## src/rtl/pc_sequencer.sv

```systemverilog
// -----------------------------------------------------------------------------
// pc_sequencer
//
// Program-counter owner for the five-stage core. It advances the word-addressed
// PC, redirects fetch on a taken branch and raises a fixed-length squash pulse
// for the IF/ID slots. It also freezes on hazard stalls and parks in HALT until
// reset.
//
// Ports:
//   clk              in   core clock, rising edge
//   rst              in   asynchronous active-high reset
//   stall_in         in   hazard stall: freezes PC and flush counter
//   branch_sel_in    in   taken-branch strobe (one cycle per resolved branch)
//   branch_target_in in   branch target, valid with branch_sel_in
//   halt_in          in   HALT decoded in EX
//   pc_out           out  current fetch address (registered)
//   pc_plus1_out     out  pc_out + 1, wrapping (combinational)
//   flush_out        out  squash IF/ID valid bits (registered)
//   fetch_valid_out  out  imem read enable / IF valid (combinational)
//   halted_out       out  core halted (registered)
//   state_dbg_out    out  FSM state for observation (0 RUN, 1 FLUSH, 2 HALT)
//
// Handshake: there is no valid/ready pair here. branch_sel_in is a one-cycle
// strobe that is consumed on the edge it is sampled. fetch_valid_out is a
// qualifier and there is no back-pressure on it.
//
// FLUSH_CYCLES must lie in 1..7 because it has to fit the 3-bit counter.
// -----------------------------------------------------------------------------
module pc_sequencer #(
    parameter int              PC_W         = 32,
    parameter logic [PC_W-1:0] RESET_PC     = '0,
    parameter int              FLUSH_CYCLES = 2
) (
    input  logic            clk,
    input  logic            rst,
    input  logic            stall_in,
    input  logic            branch_sel_in,
    input  logic [PC_W-1:0] branch_target_in,
    input  logic            halt_in,
    output logic [PC_W-1:0] pc_out,
    output logic [PC_W-1:0] pc_plus1_out,
    output logic            flush_out,
    output logic            fetch_valid_out,
    output logic            halted_out,
    output logic [1:0]      state_dbg_out
);

    typedef enum logic [1:0] {
        ST_RUN   = 2'd0,
        ST_FLUSH = 2'd1,
        ST_HALT  = 2'd2
    } state_e;

    localparam logic [2:0]      FLUSH_INIT = 3'(FLUSH_CYCLES);
    localparam logic [PC_W-1:0] PC_ONE     = PC_W'(1);

    state_e          state_q, state_d;
    logic [PC_W-1:0] pc_q, pc_d;
    logic [2:0]      cnt_q, cnt_d;
    logic            flush_q, flush_d;
    logic            halted_q, halted_d;

    // State register: every piece of sequential state lives here.
    always_ff @(posedge clk or posedge rst) begin
        if (rst) begin
            state_q  <= ST_RUN;
            pc_q     <= RESET_PC;
            cnt_q    <= 3'd0;
            flush_q  <= 1'b0;
            halted_q <= 1'b0;
        end else begin
            state_q  <= state_d;
            pc_q     <= pc_d;
            cnt_q    <= cnt_d;
            flush_q  <= flush_d;
            halted_q <= halted_d;
        end
    end

    // Next-state logic.
    always_comb begin
        state_d  = state_q;
        pc_d     = pc_q;
        cnt_d    = cnt_q;
        flush_d  = flush_q;
        halted_d = halted_q;
        case (state_q)
            ST_RUN: begin
                // A taken branch outranks both halt and stall. The HALT in EX
                // is then on the wrong path or older than the branch.
                if (branch_sel_in) begin
                    pc_d    = branch_target_in;
                    cnt_d   = FLUSH_INIT;
                    flush_d = 1'b1;
                    state_d = ST_FLUSH;
                end else if (halt_in) begin
                    halted_d = 1'b1;
                    state_d  = ST_HALT;
                end else if (!stall_in) begin
                    pc_d = pc_plus1_out;
                end
            end
            ST_FLUSH: begin
                // Branch and halt requests here come from squashed slots, so
                // they are ignored. Fetch keeps walking the target path while
                // the counter drains.
                if (!stall_in) begin
                    pc_d  = pc_plus1_out;
                    cnt_d = cnt_q - 3'd1;
                    if (cnt_q <= 3'd1) begin
                        cnt_d   = 3'd0;
                        flush_d = 1'b0;
                        state_d = ST_RUN;
                    end
                end
            end
            ST_HALT: begin
                // Sticky: only reset leaves HALT.
            end
            default: begin
                state_d = ST_RUN;
            end
        endcase
    end

    // Output logic.
    always_comb begin
        pc_out          = pc_q;
        pc_plus1_out    = pc_q + PC_ONE;
        flush_out       = flush_q;
        halted_out      = halted_q;
        fetch_valid_out = (state_q != ST_HALT) && !stall_in && !rst;
        state_dbg_out   = state_q;
    end

endmodule

```

## config.mk

```make
export PLATFORM = sky130hd
export DESIGN_NAME = pc_sequencer
export DESIGN_NICKNAME = d
export VERILOG_FILES = /design/src/rtl/pc_sequencer.sv
export SDC_FILE = /design/constraint.sdc
export NUM_CORES = 1
export LEC_CHECK = 0
export ABC_AREA = 1
export BUFFER_PORTS_ARGS = -buffer_cell sky130_fd_sc_hd__buf_2
export CAP_MARGIN = 20
export CORE_MARGIN = 2
export CORE_UTILIZATION = 51
export CTS_CLUSTER_SIZE = 30
export DETAILED_ROUTE_END_ITERATION = 7
export GPL_ROUTABILITY_DRIVEN = 0
export HOLD_SLACK_MARGIN = 0.15
export PLACE_DENSITY = 0.81
export SLEW_MARGIN = 25
export SYNTH_ARGS = -nofsm -noshare
export SYNTH_HDL_FRONTEND = slang
export SYNTH_SLANG_ARGS = --single-unit
```

## constraint.sdc

```tcl
create_clock -name clk -period 2 [get_ports clk]
set_input_delay 0.4 -clock clk [delete_from_list [all_inputs] [get_ports clk]]
set_output_delay 0.4 -clock clk [all_outputs]
set_load 0.03 [all_outputs]
```

==> impl_metrics.tcl, run 1 <==
set metrics [dict create \
    cts_htree_levels 2 \
    finalCritPeriodShare 1.09 \
    status "finished, violations left" \
    grt_setup_unrepaired "yes" \
    cts.sinks 39 \
    cp_slowest_stage_delay_ns 0.40 \
    grt_pass1_vias 3877 \
    cts_tree "done" \
    drt_wl_total_mm 12.4 \
    tightest_slew_ns 0.543 \
    drv_slew 0 \
    root_buffer "clkbuf_8" \
    clockPowerShare 0.074 \
    cap_violations 0 \
    grt_pass1_wl_mm 17.4 \
    slowest_stage "dfrtp_2" \
    p_leak_uw 0.00231 \
    start_util 0.522 \
    violations "setup timing" \
    final_hold_viol_count 0 \
    cp_max_fo 3 \
    worstPathRequired_ns 1.60 \
    final_nets 697 \
    dp_hpwl_mm 7.46 \
    drcViolationCount 0 \
    ys_types 31 \
    finalWorstPathRequiredPeriod_ns 2.19 \
    slew_headroom 0.638 \
    post-route-util 0.798 \
    grt_overflow 0 \
    postRouteAntennaNets 0 \
    drt_iter0_markers 458 \
    fmax_ghz 0.458 \
    io_buffers 105 \
    synth_warnings 0 \
    synth_top_area_share 0.319 \
    p_sw_uw 5440 \
    power_density_mw_per_mm2 2060 \
    stdcell_area_mm2 0.00467 \
    synth_top_area_cell "dfrtp_1" \
    ys_ff_latch 39 \
    setup_ws_ns -0.185 \
    switching_share 0.567 \
    wl_per_cell_um 16.9 \
    synthesis.instances 498 \
    hold_slack_ns 0.258 \
    ys.flop_type "dfrtp_1" \
    syn-cell-area_mm2 0.00306 \
    dr_total_vias 4267 \
    syn-num-nets 538 \
    cp.arrival_ns 1.79 \
    setup_viol 28 \
    die_w_um 81.4 \
    die_y_um 81.4 \
    n_antenna_cell 0 \
    skew_ns 0.00510 \
    seq_power_share 0.186 \
    clkTransAtPathRegs_ns 0.08 \
    async_flop_share 1.00 \
    viasPerCell 5.82 \
    ys_seq_area_frac 0.319 \
    synthTopCellsByArea "dfrtp_1, nand2_1, o21ai_0" \
    synth_edf_count 0 \
    crit_chain "buf_6, buf_4, nand3_2, nor2_2, nand2_1, nand2_2, nand2_1, buf_4" \
    core_mm2 0.00585 \
    cts_buffers 5 \
    comb_power_share 0.740 \
    rows 28 \
    grt_max_degree 40 \
    synth_common_cells "nand2_1, nor2_1, inv_1" \
    crit_start "pc_out[1]" \
    p_int_uw 4160 \
    first_pass_iters 5 \
    worst_hold_path_type "in -> async" \
    avgSynthCellArea_um2 6.14 \
    dpl_cell_area_mm2 0.00374 \
    syn_to_final_growth_pct 52.7 \
    max-vdd-ir-drop_mv 1.44 \
    drive_gt1_frac 0.439 \
    io-pin-count 106 \
    cp-end-kind "primary output" \
    grtUsageTotal 0.344 \
    clk_path_buf_depth 2 \
    clkLatencyLatePin_ns 0.30 \
    timing.rr.start "pc_out[0]" \
    yosys.cell_count.top_type "nand2_1" \
    fp.dieArea_mm2 0.00663 \
    cp-start-kind "flip-flop" \
    worstSetupPathType "reg -> out" \
    antenna_found_initial 0 \
]
-- worst paths after layout --
path	end	cells past startpoint	slack [ns]
max in group asynchronous	pc_out[13]	3	1.35
setup / recovery	pc_plus1_out[21]	8	-0.19
hold / removal	pc_out[3]	3	0.26
min in group clk	halted_out	2	0.36
hold reg to reg	flush_out	2	0.48
setup reg to reg	pc_out[18]	14	-0.04
-- routing by layer --
layer	GRT usage	share of wire
met1	0.399	0.36
met2	0.598	0.48
met3	0.0722	0.095
met4	0.171	0.057
met5	0	0
-- cell usage in the layout, fill, tap and decap left out, types with 2 or more instances in the layout --
cell type and count:
nand2_1 155, buf_2 79, buf_4 70, inv_1 47, o21ai_0 40, a21oi_1 33
nand2_2 32, nand3_1 29, nor2_2 25, dfrtp_1 22, nor2_4 19, nor2_1 17
dfrtp_2 17, buf_6 13, o21ai_1 8, o22ai_1 6, clkbuf_8 6, inv_2 4
nand2_4 4, nand3_2 4, xor2_2 4, xor2_1 3, xnor2_1 2, ha_1 2
-- state kept, by name, indices dropped and copies added, names as in the netlist --
name	count
flush_out	1
halted_out	1
state_dbg_out	2
pc_out	32
cnt_q	3
-- logic make-up (layout without fill, tap and decap cells) --
| kind of cell | Yosys count | count (layout) | share of synthesized area |
|---|---|---|---|
| flip-flops | 39 | 39 | 0.319 |
| XOR/XNOR | 10 | 10 | 0.0311 |
| AND/OR/NAND/NOR | 291 | 291 | 0.394 |
| adder cells (fa/ha/maj) | 3 | 3 | 0.0123 |
| buffers and inverters | 64 | 224 | 0.0856 |
| AO/OA/AOI/OAI | 91 | 91 | 0.157 |
-- cell type report --
type / instances / area (µm²)
timing repair buffer: 164 / 1090
fill: 385 / 1180
multi-input combinational: 395 / 2170
inverter: 52 / 198
tap: 75 / 93.8
clock buffer: 6 / 82.6
sequential: 39 / 997
clock inverter: 2 / 35.0
-- power groups by stage --
stage,clock network [µW],logic (µW),registers [µW]
floorplan,0,3160,2370
global placement,0,5280,1740
detailed placement,0,5360,1760
CTS,703,6450,1710
global route,728,7600,1810
finish,708,7110,1790
-- per-stage QoR --
stage | setup slack [ns] | instances | TNS (ns) | total power (µW)
after global routing | -0.234 | 733 | -4.39 | 10100
after detailed placement | 0.0166 | 679 | 0 | 7120
after global placement | 0.0320 | 679 | 0 | 7020
final | -0.185 | 733 | -2.82 | 9600
after floorplan | 0.0643 | 498 | 0 | 5530
after CTS | -0.0499 | 721 | -0.305 | 8860
-- critical path: cells and delay by family (launching register included) --
| kind | cells | cell delay [ns] |
|---|---|---|
| AND/OR/NAND/NOR | 5 | 0.71 |
| flip-flops | 1 | 0.40 |
| buffers and inverters | 3 | 0.38 |
-- what timing repair did --
| action | CTS | global route |
|---|---|---|
| setup endpoints to repair | 27 | 30 |
| hold buffers | 0 | 0 |
| gates resized for setup | 103 | 53 |
| setup buffers | 34 | 13 |
| pin swaps | 19 | 15 |
No activity file was read; power rests on OpenSTA's default activity.
==> inputs of run 2 (changes only) <==
--- a/config.mk
+++ b/config.mk
@@ -8,13 +8,15 @@
 export ABC_AREA = 1
 export BUFFER_PORTS_ARGS = -buffer_cell sky130_fd_sc_hd__buf_2
 export CAP_MARGIN = 20
+export CELL_PAD_IN_SITES_DETAIL_PLACEMENT = 0
+export CELL_PAD_IN_SITES_GLOBAL_PLACEMENT = 1
 export CORE_MARGIN = 2
-export CORE_UTILIZATION = 51
+export CORE_UTILIZATION = 34
 export CTS_CLUSTER_SIZE = 30
 export DETAILED_ROUTE_END_ITERATION = 7
 export GPL_ROUTABILITY_DRIVEN = 0
 export HOLD_SLACK_MARGIN = 0.15
-export PLACE_DENSITY = 0.81
+export PLACE_DENSITY = 0.77
 export SLEW_MARGIN = 25
 export SYNTH_ARGS = -nofsm -noshare
 export SYNTH_HDL_FRONTEND = slang
==> run 2 against run 1 <==
Net effect:
- the run still ends with setup timing left
- critical path depth stayed put
- global-route usage is 9.9 points lower
- highest routed layer unchanged
- sequential share of layout area is 0.67 points lower
==> impl_metrics.tcl, run 2 (synthesis gave the netlist of run 1 again) <==
set metrics [dict create \
    grtUsageTotal 0.245 \
    drt_iter0_markers 155 \
    final_nets 690 \
    finalWorstPathRequiredPeriod_ns 2.11 \
    start_util 0.350 \
    largest_reg_flops 32 \
    final_common_cell "nand2_1" \
    hold_slack_ns 0.148 \
    status "finished, violations left" \
    stdcell_count 759 \
    grt_pass1_wl_mm 19.1 \
    postRouteAntennaNets 0 \
    cts_buffers 5 \
    power_density_mw_per_mm2 1970 \
    final_hold_viol_count 0 \
    cp-start-kind "flip-flop" \
    cp-end-kind "primary output" \
    n_antenna_cell 0 \
    slowest_stage "dfrtp_1" \
    final_cell_mix "nand2_1, buf_2, buf_4, inv_1, o21ai_0" \
    cts.sinks 39 \
    io_buffers 105 \
    wl_per_cell_um 15.7 \
    rows 34 \
    grt_max_degree 40 \
    postCtsHoldBufs 0 \
    nFillCells 860 \
    dp_hpwl_mm 8.63 \
    cpLargestDelayFamily "simple AND/OR/NAND/NOR gates" \
    tightest_slew_ns 0.436 \
    multi_input_area_mm2 0.00228 \
    cp_slowest_stage_delay_ns 0.43 \
    cp_common_cell "nand2_1" \
    p_leak_uw 0.00232 \
    setup_ws_ns -0.105 \
    crit_buf_inv 1 \
    seq_area_um2 991 \
    clk_path_buf_depth 2 \
    drcViolationCount 0 \
    dr_total_vias 3836 \
    cts_htree_levels 2 \
    violations "setup timing" \
    drive_gt1_frac 0.441 \
    grt_overflow 0 \
    placed_cells 723 \
    setup_viol 24 \
    skew_ns 0.00800 \
    max-vdd-ir-drop_mv 1.22 \
    fp.dieArea_mm2 0.00976 \
    die_w_um 98.8 \
    cts_tree "done" \
    die_y_um 98.8 \
    cp.arrival_ns 1.71 \
    grt_pass1_vias 3855 \
    dp_slack_ns 0.0922 \
    drv_slew 0 \
    cap_violations 0 \
    fmax_ghz 0.475 \
    viasPerCell 5.05 \
    syn_to_final_growth_pct 56.7 \
    crit_chain "nand2_1, nor2_2, nand2_2, nor2_2, nand2_1, nand2_1, nand2_1, buf_4" \
    antenna_found_initial 0 \
    cp_max_fo 3 \
    root_buffer "clkbuf_8" \
    clkTransAtPathRegs_ns 0.10 \
    clkLatencyLatePin_ns 0.31 \
    first_pass_iters 5 \
    core_mm2 0.00872 \
    worst_hold_path_type "in -> async" \
    finalCritPeriodShare 1.05 \
    drt_wl_total_mm 11.9 \
    grt_setup_unrepaired "yes" \
    worstSetupPathType "reg -> out" \
    worstPathRequired_ns 1.60 \
    io-pin-count 106 \
    slew_headroom 0.709 \
    final.setup.tns_ns -1.37 \
    post-route-util 0.549 \
]
run 2: cell types whose count changed in the layout (fill, tap and decap cells not counted), sizes merged:
| cell | delta |
|---|---|
| clkinv | -1 |
| bufinv | -1 |
| inv | +1 |
| buf | -9 |
| clkinvlp | +2 |
| clkbuf | +1 |
run 2: path summary, 6_finish.rpt:
kind / from / endpoint / slack (ns) / depth (start not counted)
min reg2reg: halted_out / halted_out / 0.48 / 1
max reg2reg: pc_out[6] / pc_out[11] / 0.18 / 12
min: rst / pc_out[22] / 0.15 / 3
max in group asynchronous: rst / pc_out[1] / 1.63 / 3
min in group clk: halt_in / halted_out / 0.35 / 2
max: pc_out[14] / pc_plus1_out[29] / -0.11 / 8
run 2: repair_timing:
action / in CTS / in global routing
pin swaps: 21 / 22
endpoints found under the setup margin: 27 / 30
buffers inserted: 24 / 7
endpoints found under the hold margin: 0 / 0
resized for setup: 122 / 62
run 2: final cells by class:
type / instances / share of cell area
Clock inverter: 3 / 0.00496
Timing Repair Buffer: 157 / 0.227
Multi-Input combinational cell: 395 / 0.476
Sequential cell: 39 / 0.207
Clock buffer: 5 / 0.0144
Tap cell: 108 / 0.0282
Inverter: 52 / 0.0423
run 2: through the flow:
| step | instance area, µm² | power (µW) |
|---|---|---|
| final | 4790 | 9450 |
| after global routing | 4790 | 10200 |
| after CTS | 4530 | 8970 |
| after detailed placement | 3880 | 7370 |
| after global placement | 3880 | 7320 |
| after floorplan | 3080 | 5530 |
run 2: power breakdown:
part / leakage, µW / total (µW) / internal, µW / switching, µW
sequential: 0.000444 / 1710 / 1220 / 494
clock: 0.0000408 / 599 / 250 / 349
combinational: 0.00184 / 7140 / 2570 / 4570
run 2: worst register-to-register path: stages (launching register included):
cell and delay (ns):
dfrtp_1 0.42, nand2_2 0.13, nor2_4 0.19, nand2_4 0.11
nor2_4 0.15, xor2_2 0.16, buf_4 0.12, buf_4 0.09
buf_4 0.09, buf_4 0.09, nand2_2 0.03, nand2_1 0.07
nand2_1 0.06
run 2: routing by layer:
metal | vias to the layer above | track usage | wire [µm]
met5 | - | 0 | 0
met2 | 125 | 0.400 | 5820
met1 | 1809 | 0.327 | 5240
met4 | 0 | 0.0885 | 266
li1 | 1884 | - | -
met3 | 18 | 0.0397 | 580
==> inputs of run 3 (changes only) <==
--- a/config.mk
+++ b/config.mk
@@ -16,7 +16,7 @@
 export DETAILED_ROUTE_END_ITERATION = 7
 export GPL_ROUTABILITY_DRIVEN = 0
 export HOLD_SLACK_MARGIN = 0.15
-export PLACE_DENSITY = 0.77
+export PLACE_DENSITY = 0.8
 export SLEW_MARGIN = 25
 export SYNTH_ARGS = -nofsm -noshare
 export SYNTH_HDL_FRONTEND = slang
==> run 3 against run 2 <==
Net effect:
- total power increased by 1.1%
- register-to-register slack got worse by 0.25 ns
- core utilization increased by 0.83 points
- first-iteration DRC count increased by 13%
- hold slack improved by 0.073 ns
- die area unchanged
- global-route usage decreased by 0.82 points
- the flow still finishes with violations (setup timing)
- sequential cell count unchanged
- routed wire length decreased by 2.0%
- critical path type unchanged
==> impl_metrics.tcl, run 3 (synthesis gave the netlist of run 1 again) <==
set metrics [dict create \
    antenna_found_initial 0 \
    post-route-util 0.557 \
    cp_slowest_stage_delay_ns 0.40 \
    largest_reg_flops 32 \
    worstPathRequired_ns 1.60 \
    cp_max_fo 3 \
    clkLatencyLatePin_ns 0.31 \
    status "finished, violations left" \
    postCtsHoldBufs 0 \
    grt_pass1_wl_mm 18.5 \
    nFillCells 833 \
    grtUsageTotal 0.237 \
    drv_slew 0 \
    io_buffers 105 \
    cp-end-kind "primary output" \
    cpLargestDelayFamily "simple AND/OR/NAND/NOR gates" \
    final.setup.tns_ns -1.16 \
    tightest_slew_ns 0.540 \
    skew_ns 0.0108 \
    drive_gt1_frac 0.477 \
    viasPerCell 5.06 \
    final_cell_mix "nand2_1, buf_2, buf_4, nand2_2, inv_1" \
    cp-start-kind "flip-flop" \
    final_hold_viol_count 0 \
    clockPowerShare 0.065 \
    dr_total_vias 3856 \
    grt_setup_unrepaired "yes" \
    dp_hpwl_mm 8.18 \
    clkTransAtPathRegs_ns 0.09 \
    clk_path_buf_depth 2 \
    final_nets 693 \
    drcViolationCount 0 \
    switching_share 0.566 \
    slew_headroom 0.640 \
    worstSetupPathType "reg -> out" \
    setup_viol 21 \
    totalPowerFinal_uw 9560 \
    fp.dieArea_mm2 0.00976 \
    crit_chain "nand2_1, nor2_4, nand3b_1, xor2_1, inv_1, buf_6" \
    p_int_uw 4140 \
    grt_pass1_vias 3717 \
    comb_power_share 0.751 \
    seq_area_um2 992 \
    finalCritPeriodShare 1.07 \
    wl_per_cell_um 15.3 \
    start_util 0.350 \
    cp.arrival_ns 1.74 \
    p_sw_uw 5410 \
    cts_buffers 5 \
    final_common_cell "nand2_1" \
    postRouteAntennaNets 0 \
    drt_wl_total_mm 11.7 \
    violations "setup timing" \
    cts.sinks 39 \
    power_density_mw_per_mm2 1970 \
    cap_violations 0 \
    drt_iter0_markers 175 \
    worst_hold_path_type "in -> async" \
    p_leak_uw 0.00237 \
    stdcell_area_mm2 0.00486 \
    n_antenna_cell 0 \
    grt_max_degree 40 \
    grt_overflow 0 \
    fmax_ghz 0.468 \
    die_y_um 98.8 \
    root_buffer "clkbuf_8" \
    cts_tree "done" \
    seq_power_share 0.184 \
    core_mm2 0.00872 \
    crit_buf_inv 2 \
    setup_ws_ns -0.135 \
    first_pass_iters 7 \
    finalWorstPathRequiredPeriod_ns 2.14 \
    multi_input_area_mm2 0.00234 \
    dpl_cell_area_mm2 0.00383 \
    rows 34 \
    max-vdd-ir-drop_mv 1.28 \
    die_w_um 98.8 \
    io-pin-count 106 \
    syn_to_final_growth_pct 59.1 \
    slowest_stage "dfrtp_1" \
    cts_htree_levels 2 \
]
## run 3: cell count changes in the layout (fill, tap and decap cells not counted), sizes merged
cell,change
clkinv,+1
inv,-1
buf,+6
clkinvlp,-1
clkbuf,-2
## run 3: power groups by stage
stage | clock network, µW | registers, µW | logic (µW)
floorplan | 0 | 2370 | 3160
global placement | 0 | 1710 | 5530
detailed placement | 0 | 1730 | 5560
CTS | 624 | 1680 | 6500
global route | 655 | 1810 | 7780
finish | 620 | 1760 | 7180
## run 3: routing by layer
| metal | vias up | routed length (µm) | part of all wire | GRT usage |
|---|---|---|---|---|
| met5 | - | 0 | 0 | 0 |
| met4 | 0 | 282 | 0.024 | 0.0685 |
| met3 | 22 | 765 | 0.066 | 0.0397 |
| li1 | 1901 | - | - | - |
| met2 | 139 | 5610 | 0.48 | 0.389 |
| met1 | 1794 | 5010 | 0.43 | 0.321 |
## run 3: final cells by class
class / count / area share
multi-input combinational: 395 / 0.482
inverter: 52 / 0.0407
clock buffer: 6 / 0.0170
clock inverter: 2 / 0.00335
sequential: 39 / 0.204
tap: 108 / 0.0278
timing repair buffer: 160 / 0.225
## run 3: metrics by stage
step                instances  hold slack (ns)  setup WS, ns
global placement          718            0.455        0.0868
finish                    762            0.221        -0.135
global route              762            0.277        -0.218
floorplan                 498            0.471        0.0643
CTS                       753            0.251       -0.0765
detailed placement        718            0.458        0.0530
## run 3: worst register-to-register path: cells and delay by family, from the launching register on
| kind | cells | cell delay [ns] |
|---|---|---|
| flip-flops | 1 | 0.44 |
| AND/OR/NAND/NOR | 8 | 0.53 |
| buffers and inverters | 8 | 1.06 |
## run 3: worst paths after layout
| path | endpoint | cells after the start | slack, ns | start |
|---|---|---|---|---|
| max | pc_plus1_out[10] | 6 | -0.14 | pc_out[7] |
| min | state_dbg_out[1] | 3 | 0.22 | rst |
| max reg2reg | pc_out[19] | 16 | -0.07 | pc_out[0] |
| min reg2reg | flush_out | 2 | 0.48 | flush_out |
| max in group asynchronous | pc_out[1] | 3 | 1.37 | rst |
| min in group clk | halted_out | 2 | 0.34 | halt_in |
## run 3: what timing repair did
action	4_1_cts	5_1_grt
hold endpoints to repair	0	0
resized for setup	102	106
endpoints found under the setup margin	28	30
buffers inserted	27	9
pin swaps	24	33
